**src/rtl/drum_pkg.sv**
```systemverilog
// drum_pkg: command encodings and shared types for the drum trigger block.
package drum_pkg;

  typedef logic [7:0] cmd_t;

  localparam cmd_t CMD_KICK = 8'h02;
  localparam cmd_t CMD_CAL  = 8'h80;
  localparam cmd_t CMD_INT1 = 8'h01;
  localparam cmd_t CMD_INT2 = 8'h03;

  // Read-out handshake: ACTIVE is exactly "mcu_done high"; RELEASE waits for
  // mcu_load to return low before another byte may be offered.
  typedef enum logic [1:0] {
    TX_IDLE    = 2'd0,
    TX_ACTIVE  = 2'd1,
    TX_RELEASE = 2'd2
  } tx_state_e;

  // Source slots of the enqueue arbiter, in priority order.
  localparam int SRC_KICK = 0;
  localparam int SRC_CAL  = 1;
  localparam int SRC_INT1 = 2;
  localparam int SRC_INT2 = 3;
  localparam int N_SRC    = 4;

endpackage

```
**src/rtl/btn_debounce.sv**
```systemverilog
// btn_debounce: 2-FF synchronizer, stability counter and one-cycle press
// pulse for an active-low asynchronous push button.
module btn_debounce
  import drum_pkg::*;
#(
  parameter int DEBOUNCE_CYCLES = 64
) (
  input  logic clk,
  input  logic rst_n,
  input  logic btn_n_i,
  output logic press_o
);

  localparam int CNT_W = (DEBOUNCE_CYCLES > 1) ? $clog2(DEBOUNCE_CYCLES) : 1;
  localparam logic [CNT_W-1:0] CNT_LAST = CNT_W'(DEBOUNCE_CYCLES - 1);

  logic [1:0]       sync_q;
  logic             stable_q, stable_d;
  logic [CNT_W-1:0] cnt_q, cnt_d;
  logic             press_q, press_d;

  // Synchronize the raw button; idle level is released (high).
  always_ff @(posedge clk or negedge rst_n) begin
    // NOTE: non-blocking assignments in clocked blocks so every flop samples
    // the pre-edge value of its neighbours, as real hardware does.
    if (!rst_n) sync_q <= 2'b11;
    else        sync_q <= {sync_q[0], btn_n_i};
  end

  // Accept a new level only after DEBOUNCE_CYCLES consecutive differing
  // samples; a debounced high-to-low change is one press.
  always_comb begin
    // NOTE: every variable gets a default before any branch, so no path
    // leaves one unassigned and no latch is inferred.
    stable_d = stable_q;
    cnt_d    = '0;
    press_d  = 1'b0;
    if (sync_q[1] != stable_q) begin
      if (cnt_q == CNT_LAST) begin
        stable_d = sync_q[1];
        press_d  = ~sync_q[1];
      end else begin
        cnt_d = cnt_q + 1'b1;
      end
    end
  end

  // Debounce state registers.
  always_ff @(posedge clk or negedge rst_n) begin
    if (!rst_n) begin
      stable_q <= 1'b1;
      cnt_q    <= '0;
      press_q  <= 1'b0;
    end else begin
      stable_q <= stable_d;
      cnt_q    <= cnt_d;
      press_q  <= press_d;
    end
  end

  assign press_o = press_q;

endmodule

```
**src/rtl/drum_trigger_top_integrated.sv**
```systemverilog
// drum_trigger_top_integrated: debounced buttons -> command FIFO -> DONE/LOAD
// handshaked SPI mode-0 read-out to the MCU; also idles the BNO085 SPI ports,
// sequences the sensor reset and drives the status LEDs.
// Optional build macro SENSOR_INT_TRIGGER_EN: falling edges of int1/int2
// enqueue CMD_INT1/CMD_INT2 once the sensor is initialized.
module drum_trigger_top_integrated
  import drum_pkg::*;
#(
  parameter int CLK_HZ           = 12_000_000,
  parameter int DEBOUNCE_CYCLES  = 64,
  parameter int RST_HOLD_CYCLES  = 1024,
  parameter int HEARTBEAT_CYCLES = CLK_HZ / 2,
  parameter int FIFO_DEPTH       = 4
) (
  input  logic clk,
  input  logic fpga_rst_n,
  input  logic mcu_sck,
  input  logic mcu_sdi,
  output logic mcu_sdo,
  input  logic mcu_load,
  output logic mcu_done,
  output logic sclk,
  output logic mosi,
  output logic bno085_rst_n,
  input  logic miso1,
  input  logic miso2,
  output logic cs_n1,
  output logic cs_n2,
  input  logic int1,
  input  logic int2,
  input  logic calibrate_btn_n,
  input  logic kick_btn_n,
  output logic led_initialized,
  output logic led_error,
  output logic led_heartbeat
);

  localparam int PTR_W = (FIFO_DEPTH > 1) ? $clog2(FIFO_DEPTH) : 1;
  localparam int RST_W = $clog2(RST_HOLD_CYCLES + 1);
  localparam int HB_W  = $clog2(HEARTBEAT_CYCLES + 1);
  localparam logic [RST_W-1:0] RST_LAST = RST_W'(RST_HOLD_CYCLES - 1);
  localparam logic [HB_W-1:0]  HB_LAST  = HB_W'(HEARTBEAT_CYCLES - 1);

  // ---------------------------------------------------------------- inputs
  logic       kick_press, cal_press;
  logic [2:0] sck_sync_q, load_sync_q;   // [1] synchronized, [2] previous
  logic       sck_rise, sck_fall, load_rise, load_low;
  logic [N_SRC-1:0] src_set;
  logic       unused_inputs;

  btn_debounce #(.DEBOUNCE_CYCLES(DEBOUNCE_CYCLES)) u_kick_db (
    .clk     (clk),
    .rst_n   (fpga_rst_n),
    .btn_n_i (kick_btn_n),
    .press_o (kick_press)
  );

  btn_debounce #(.DEBOUNCE_CYCLES(DEBOUNCE_CYCLES)) u_cal_db (
    .clk     (clk),
    .rst_n   (fpga_rst_n),
    .btn_n_i (calibrate_btn_n),
    .press_o (cal_press)
  );

  // Synchronize MCU clock and load, keeping one extra stage for edge detect.
  always_ff @(posedge clk or negedge fpga_rst_n) begin
    if (!fpga_rst_n) begin
      sck_sync_q  <= '0;
      load_sync_q <= '0;
    end else begin
      sck_sync_q  <= {sck_sync_q[1:0], mcu_sck};
      load_sync_q <= {load_sync_q[1:0], mcu_load};
    end
  end

  assign sck_rise  =  sck_sync_q[1] & ~sck_sync_q[2];
  assign sck_fall  = ~sck_sync_q[1] &  sck_sync_q[2];
  assign load_rise =  load_sync_q[1] & ~load_sync_q[2];
  assign load_low  = ~load_sync_q[1];

  assign src_set[SRC_KICK] = kick_press;
  assign src_set[SRC_CAL]  = cal_press;

  logic init_q;

`ifdef SENSOR_INT_TRIGGER_EN
  logic [2:0] int1_sync_q, int2_sync_q;

  // Synchronize the active-low sensor interrupts for falling-edge detect.
  always_ff @(posedge clk or negedge fpga_rst_n) begin
    if (!fpga_rst_n) begin
      int1_sync_q <= '1;
      int2_sync_q <= '1;
    end else begin
      int1_sync_q <= {int1_sync_q[1:0], int1};
      int2_sync_q <= {int2_sync_q[1:0], int2};
    end
  end

  assign src_set[SRC_INT1] = int1_sync_q[2] & ~int1_sync_q[1] & init_q;
  assign src_set[SRC_INT2] = int2_sync_q[2] & ~int2_sync_q[1] & init_q;
  assign unused_inputs     = ^{mcu_sdi, miso1, miso2, CLK_HZ[0]};
`else
  assign src_set[SRC_INT1] = 1'b0;
  assign src_set[SRC_INT2] = 1'b0;
  assign unused_inputs     = ^{mcu_sdi, miso1, miso2, int1, int2, CLK_HZ[0]};
`endif

  // ------------------------------------------------------------ arbitration
  logic [N_SRC-1:0] pend_q, pend_d, pend_clr;
  logic             wr_req, fifo_wr, overflow;
  cmd_t             wr_data;
  logic             fifo_full, fifo_empty;

  // Pick one pending source per cycle, kick > calibrate > int1 > int2.
  always_comb begin
    wr_req   = 1'b0;
    wr_data  = CMD_KICK;
    pend_clr = '0;
    if (pend_q[SRC_KICK]) begin
      wr_req = 1'b1; wr_data = CMD_KICK; pend_clr[SRC_KICK] = 1'b1;
    end else if (pend_q[SRC_CAL]) begin
      wr_req = 1'b1; wr_data = CMD_CAL;  pend_clr[SRC_CAL]  = 1'b1;
    end else if (pend_q[SRC_INT1]) begin
      wr_req = 1'b1; wr_data = CMD_INT1; pend_clr[SRC_INT1] = 1'b1;
    end else if (pend_q[SRC_INT2]) begin
      wr_req = 1'b1; wr_data = CMD_INT2; pend_clr[SRC_INT2] = 1'b1;
    end
  end

  // A new event wins over the clear of the same slot so none is lost.
  assign pend_d   = (pend_q & ~pend_clr) | src_set;
  assign fifo_wr  = wr_req & ~fifo_full;
  assign overflow = wr_req &  fifo_full;

  // Pending flags.
  always_ff @(posedge clk or negedge fpga_rst_n) begin
    if (!fpga_rst_n) pend_q <= '0;
    else             pend_q <= pend_d;
  end

  // ------------------------------------------------------------------- FIFO
  cmd_t         mem_q [FIFO_DEPTH];
  logic [PTR_W:0] wr_ptr_q, rd_ptr_q;
  logic         pop;
  cmd_t         fifo_head;

  assign fifo_empty = (wr_ptr_q == rd_ptr_q);
  assign fifo_full  = (wr_ptr_q[PTR_W] != rd_ptr_q[PTR_W]) &&
                      (wr_ptr_q[PTR_W-1:0] == rd_ptr_q[PTR_W-1:0]);
  assign fifo_head  = mem_q[rd_ptr_q[PTR_W-1:0]];

  // Command storage.
  always_ff @(posedge clk) begin
    // NOTE: storage is not reset; the pointers define what is valid, so
    // clearing them on reset empties the queue without resetting the array.
    if (fifo_wr) mem_q[wr_ptr_q[PTR_W-1:0]] <= wr_data;
  end

  // Read/write pointers with a wrap bit to tell full from empty.
  always_ff @(posedge clk or negedge fpga_rst_n) begin
    if (!fpga_rst_n) begin
      wr_ptr_q <= '0;
      rd_ptr_q <= '0;
    end else begin
      if (fifo_wr) wr_ptr_q <= wr_ptr_q + 1'b1;
      if (pop)     rd_ptr_q <= rd_ptr_q + 1'b1;
    end
  end

  // ------------------------------------------------------- read-out FSM
  tx_state_e state_q, state_d;
  logic      start_tx, done_q;

  // Handshake state register; done is registered alongside it.
  always_ff @(posedge clk or negedge fpga_rst_n) begin
    if (!fpga_rst_n) begin
      state_q <= TX_IDLE;
      done_q  <= 1'b0;
    end else begin
      state_q <= state_d;
      done_q  <= (state_d == TX_ACTIVE);
    end
  end

  // Offer a byte when the queue is non-empty; after a pop, wait for load low.
  always_comb begin
    state_d = state_q;
    unique case (state_q)
      TX_IDLE:    if (!fifo_empty) state_d = TX_ACTIVE;
      TX_ACTIVE:  if (load_rise)   state_d = TX_RELEASE;
      TX_RELEASE: if (load_low)    state_d = fifo_empty ? TX_IDLE : TX_ACTIVE;
      default:                     state_d = TX_IDLE;
    endcase
  end

  // Strobes: freeze the head as done rises; pop on load edge while done.
  always_comb begin
    start_tx = (state_d == TX_ACTIVE) && (state_q != TX_ACTIVE);
    pop      = (state_q == TX_ACTIVE) && load_rise;
  end

  // ----------------------------------------------------- SPI shift datapath
  cmd_t     tx_q, tx_d;
  logic [2:0] bit_idx_q, bit_idx_d;
  logic     tx_exh_q, tx_exh_d;
  logic     sck_armed_q, sck_armed_d;

  // Step the bit index on each falling SCK that follows a rising one; stop
  // (no wrap) after bit 0 has been shifted out.
  always_comb begin
    tx_d        = tx_q;
    bit_idx_d   = bit_idx_q;
    tx_exh_d    = tx_exh_q;
    sck_armed_d = sck_armed_q;
    if (start_tx) begin
      tx_d        = fifo_head;
      bit_idx_d   = 3'd7;
      tx_exh_d    = 1'b0;
      sck_armed_d = 1'b0;
    end else if (state_q == TX_ACTIVE) begin
      if (sck_rise) begin
        sck_armed_d = 1'b1;
      end else if (sck_fall && sck_armed_q) begin
        sck_armed_d = 1'b0;
        if (bit_idx_q == 3'd0) tx_exh_d  = 1'b1;
        else                   bit_idx_d = bit_idx_q - 3'd1;
      end
    end
  end

  // Shift datapath registers.
  always_ff @(posedge clk or negedge fpga_rst_n) begin
    if (!fpga_rst_n) begin
      tx_q        <= '0;
      bit_idx_q   <= '0;
      tx_exh_q    <= 1'b0;
      sck_armed_q <= 1'b0;
    end else begin
      tx_q        <= tx_d;
      bit_idx_q   <= bit_idx_d;
      tx_exh_q    <= tx_exh_d;
      sck_armed_q <= sck_armed_d;
    end
  end

  assign mcu_sdo  = done_q & ~tx_exh_q & tx_q[bit_idx_q];
  assign mcu_done = done_q;

  // -------------------------------------------- sensor reset and LEDs
  logic [RST_W-1:0] rst_cnt_q;
  logic [HB_W-1:0]  hb_cnt_q;
  logic             hb_q, err_q;

  // Hold the sensor in reset for RST_HOLD_CYCLES, then release for good.
  always_ff @(posedge clk or negedge fpga_rst_n) begin
    if (!fpga_rst_n) begin
      rst_cnt_q <= '0;
      init_q    <= 1'b0;
    end else if (!init_q) begin
      if (rst_cnt_q == RST_LAST) init_q    <= 1'b1;
      else                       rst_cnt_q <= rst_cnt_q + 1'b1;
    end
  end

  // Heartbeat toggles every HEARTBEAT_CYCLES; error is sticky on a drop.
  always_ff @(posedge clk or negedge fpga_rst_n) begin
    if (!fpga_rst_n) begin
      hb_cnt_q <= '0;
      hb_q     <= 1'b0;
      err_q    <= 1'b0;
    end else begin
      if (hb_cnt_q == HB_LAST) begin
        hb_cnt_q <= '0;
        hb_q     <= ~hb_q;
      end else begin
        hb_cnt_q <= hb_cnt_q + 1'b1;
      end
      if (overflow) err_q <= 1'b1;
    end
  end

  assign bno085_rst_n    = init_q;
  assign led_initialized = init_q;
  assign led_heartbeat   = hb_q;
  assign led_error       = err_q;

  // Sensor SPI ports parked idle.
  assign sclk  = 1'b0;
  assign mosi  = 1'b0;
  assign cs_n1 = 1'b1;
  assign cs_n2 = 1'b1;

endmodule

```
**config.mk**
```make
export PLATFORM = sky130hd
export DESIGN_NAME = drum_trigger_top_integrated
export DESIGN_NICKNAME = d
export VERILOG_FILES = /design/src/rtl/drum_pkg.sv /design/src/rtl/btn_debounce.sv /design/src/rtl/drum_trigger_top_integrated.sv
export SDC_FILE = /design/constraint.sdc
export NUM_CORES = 1
export LEC_CHECK = 0
export CAP_MARGIN = 15
export CORE_MARGIN = 3
export CORE_UTILIZATION = 50
export CTS_CLUSTER_DIAMETER = 200
export DETAILED_ROUTE_END_ITERATION = 10
export GPL_ROUTABILITY_DRIVEN = 0
export GPL_TIMING_DRIVEN = 0
export HOLD_SLACK_MARGIN = 0.06
export PLACE_DENSITY_LB_ADDON = 0.25
export SYNTH_ARGS = -nofsm -noshare
export SYNTH_HDL_FRONTEND = slang
export SYNTH_SLANG_ARGS = --single-unit
```
**constraint.sdc**
```tcl
create_clock -name clk -period 1.9 [get_ports clk]
set_input_delay 0.19 -clock clk [delete_from_list [all_inputs] [get_ports clk]]
set_output_delay 0.19 -clock clk [all_outputs]
set_load 0.02 [all_outputs]
```
==> impl_metrics.env <==
export IMPL_routed_wl_met3_um=242
export IMPL_setup_viol=0
export IMPL_required_ns=2.15
export IMPL_p_per_area_nw_per_um2=771
export IMPL_async_flop_share=0.875
export IMPL_die_w_um=98.1
export IMPL_area_delta_synth_final_pct=12.5
export IMPL_start_util=0.532
export IMPL_root_buffer="clkbuf_8"
export IMPL_viasPerCell=5.26
export IMPL_period_share=0.941
export IMPL_crit_family="simple AND/OR/NAND/NOR gates"
export IMPL_maxSlewHeadroom=0.613
export IMPL_routedWlPerCell_um=13.3
export IMPL_end_kind="register"
export IMPL_grt_pass1_wl_um=11400
export IMPL_met1_length_um=3100
export IMPL_r2r_cells=5
export IMPL_worstReg2RegStart="rst_cnt_q[4]"
export IMPL_critical_path_class="register to register"
export IMPL_grt_max_degree=73
export IMPL_fill_cells=657
export IMPL_fmax_mhz=559
export IMPL_first_pass_iters=4
export IMPL_worst_path_max_delay_cell="dfrtp_1"
export IMPL_clkTransAtPathRegs_ns=0.10
export IMPL_route_final_wire_length_um=6450
export IMPL_cts_tree="done"
export IMPL_timing_reg2reg_setup_slack_ns=0.11
export IMPL_postSynthAreaPerCell_um2=12.0
export IMPL_ys_seq_elements=96
export IMPL_top_layer_used="met4"
export IMPL_ys_warn_count=0
export IMPL_core_area_um2=7970
export IMPL_drv_cap=0
export IMPL_cts_htree_levels=3
export IMPL_reg2reg_to="rst_cnt_q[1]"
export IMPL_dp_hpwl_um=4410
export IMPL_die_area_um2=9620
export IMPL_post_place_cells=468
export IMPL_pre_cts_ws_ns=0.0594
export IMPL_slowest_delay_ns=0.42
export IMPL_cts_sinks=96
export IMPL_cp_depth=5
export IMPL_vdd_drop_max_uv=583
export IMPL_synthTopCellsByArea="dfrtp_1 46%, edfxtp_1 8.5%, xor2_1 5.2%"
export IMPL_path_cells="and4_1 > and4_1 > buf_2 > a31oi_2 > mux2_2"
export IMPL_clock_latency_ns=0.36
export IMPL_slew_violations=0
export IMPL_dieHeight_um=98.1
export IMPL_final_cell_mix="78 x dfrtp_1, 29 x nor2_1, 25 x xor2_1, 21 x nand2_1, 17 x nand3_1"
export IMPL_nets=400
export IMPL_status="finished, final reports clean"
export IMPL_start_kind="register"
export IMPL_critPathLaunch="rst_cnt_q[4]"
export IMPL_postRouteAntennaNets=0
export IMPL_grt_pass1_vias=2564
export IMPL_syn_cell_area_um2=4240
export IMPL_synthDistinctLibCells=54
export IMPL_endpoint="rst_cnt_q[1]"
export IMPL_finalCriticalPeriod_ns=1.79
export IMPL_hold_class="input port to asynchronous set/reset pin"
export IMPL_path_common_cell="and4_1"
export IMPL_antennaDiodeCount=0
export IMPL_io_buffers=11
export IMPL_yosysSeqAreaShare=0.583
export IMPL_skew_ns=0.00802
export IMPL_wl_met2_um=3030
export IMPL_post_dp_cell_area_um2=4510
export IMPL_track_usage=0.147
export IMPL_final_area_um2=4770
export IMPL_final_layout_size_suffix_gt1_frac=0.157
export IMPL_yosys_area_top_type_share=0.460
export IMPL_hold_viol=0
export IMPL_drc=0
export IMPL_synth_top_cell_by_area="dfrtp_1"
export IMPL_critPathMaxFanout=6
export IMPL_power_leakage_nw=2.11
export IMPL_grt_ovfl_total=0
export IMPL_crit_buf_inv=1
export IMPL_worstMarginPinSlew_ns=0.576
export IMPL_vias=2552
export IMPL_synth_edf_count=12
export IMPL_worst_ep_arrival_time_ns=2.04
export IMPL_post_layout_nonfiller_instances=485
export IMPL_io_pins=21
export IMPL_cts_buffers_inserted=9
export IMPL_floorplan_rows=32
export IMPL_drt_iter0_markers=147
export IMPL_hold_ws_ns=0.205
export IMPL_final_common_cell="dfrtp_1"
export IMPL_setup_slack_ns=0.112
export IMPL_synth_main_ff_cell="dfrtp_1"
export IMPL_syn_instance_count=352
export IMPL_grt_antenna_before_repair=0
export IMPL_clockBufferDepth=2
export IMPL_rsz0062_at_grt="no"
## cells by family after synthesis
kind of cell / after synthesis / synth area share
AND/OR/NAND/NOR: 126 / 0.167
flip-flops: 96 / 0.583
AO/OA/AOI/OAI: 41 / 0.0629
XOR/XNOR: 40 / 0.0826
buffers and inverters: 24 / 0.0304
multiplexers: 12 / 0.0398
adder cells (fa/ha/maj): 11 / 0.0325
other: 2 / 0.00177
## layer usage
metal	vias to the layer above	global-route usage
li1	1280	-
met1	1229	0.185
met2	36	0.236
met3	7	0.0507
met4	0	0.0543
met5	-	0
## registers in the layout, indices dropped and copies added (netlist names), 2 cells and up
register,cells
wr_ptr_q,3
u_kick_db.cnt_q,6
hb_cnt_q,23
u_kick_db.sync_q,2
pend_q,4
rst_cnt_q,11
tx_q,3
bit_idx_q,3
sck_sync_q,3
load_sync_q,3
mem_q,12
u_cal_db.sync_q,2
rd_ptr_q,3
u_cal_db.cnt_q,6
state_q,2
## cell type report
type | instances | area, µm² | area share
sequential | 96 | 2470 | 0.518
multi-input combinational | 234 | 1670 | 0.351
timing repair buffer | 13 | 140 | 0.0294
tap | 102 | 128 | 0.0268
clock buffer | 9 | 124 | 0.0260
clock inverter | 7 | 103 | 0.0215
buffer | 11 | 80.1 | 0.0168
inverter | 13 | 48.8 | 0.0102
## worst min-delay path by stage
| stage | startpoint | endpoint | slack (ns) | cells past startpoint |
|---|---|---|---|---|
| finish | fpga_rst_n | tx_exh_q | 0.21 | 2 |
| global route | fpga_rst_n | tx_exh_q | 0.18 | 2 |
| global placement | u_kick_db.press_o | pend_q[0] | 0.34 | 0 |
| floorplan | fpga_rst_n | bit_idx_q[0] | -0.11 | 0 |
| detailed placement | fpga_rst_n | bit_idx_q[0] | 0.05 | 1 |
| CTS | fpga_rst_n | sck_sync_q[0] | 0.19 | 2 |
## power breakdown
part	switching (W)	leakage [nW]	total, W	internal [W]
Clock	0.000720	0.110	0.00147	0.000755
Sequential	0.0000151	1.21	0.00211	0.00210
Combinational	0.0000549	0.789	0.0000886	0.0000337
Total	0.000790	2.11	0.00368	0.00289
## what timing repair did
action	in CTS	in global routing
endpoints found under the setup margin	1	8
buffers inserted	0	0
hold endpoints to repair	78	0
hold buffers	1	0
pin swaps	0	1
resized for setup	5	4
## synth_stat cells, drive strengths merged (2+ instances only)
master,count
dfrtp,78
nor2,29
xor2,25
nand2,21
nand3,17
xnor2,15
inv,13
edfxtp,12
ha,11
a21oi,10
buf,10
o21ai,10
mux2,9
and2,8
nand4,8
dfstp,6
and3,5
nand2b,5
nor2b,5
nor4,5
a31oi,4
and4,4
nor3,4
mux4,3
nor3b,3
o211ai,3
o21a,3
a21o,2
and4b,2
conb,2
o21bai,2
o41ai,2
or2,2
or3,2
or4b,2
## through the flow
stage,total power (W),util,TNS [ns]
6_report,0.00368,0.598,0
5_1_grt,0.00384,0.598,0
4_1_cts,0.00373,0.595,0
3_5_place_dp,0.00224,0.566,0
3_3_place_gp,0.00224,0.563,-188.68
2_1_floorplan,0.00219,-,0
## worst register-to-register path, stage by stage, from the launching register on
cell     delay [ns]
dfrtp_1        0.42
and4_1         0.27
and4_1         0.21
buf_2          0.16
a31oi_2        0.26
mux2_2         0.36
(Power assumes the default switching activity.)
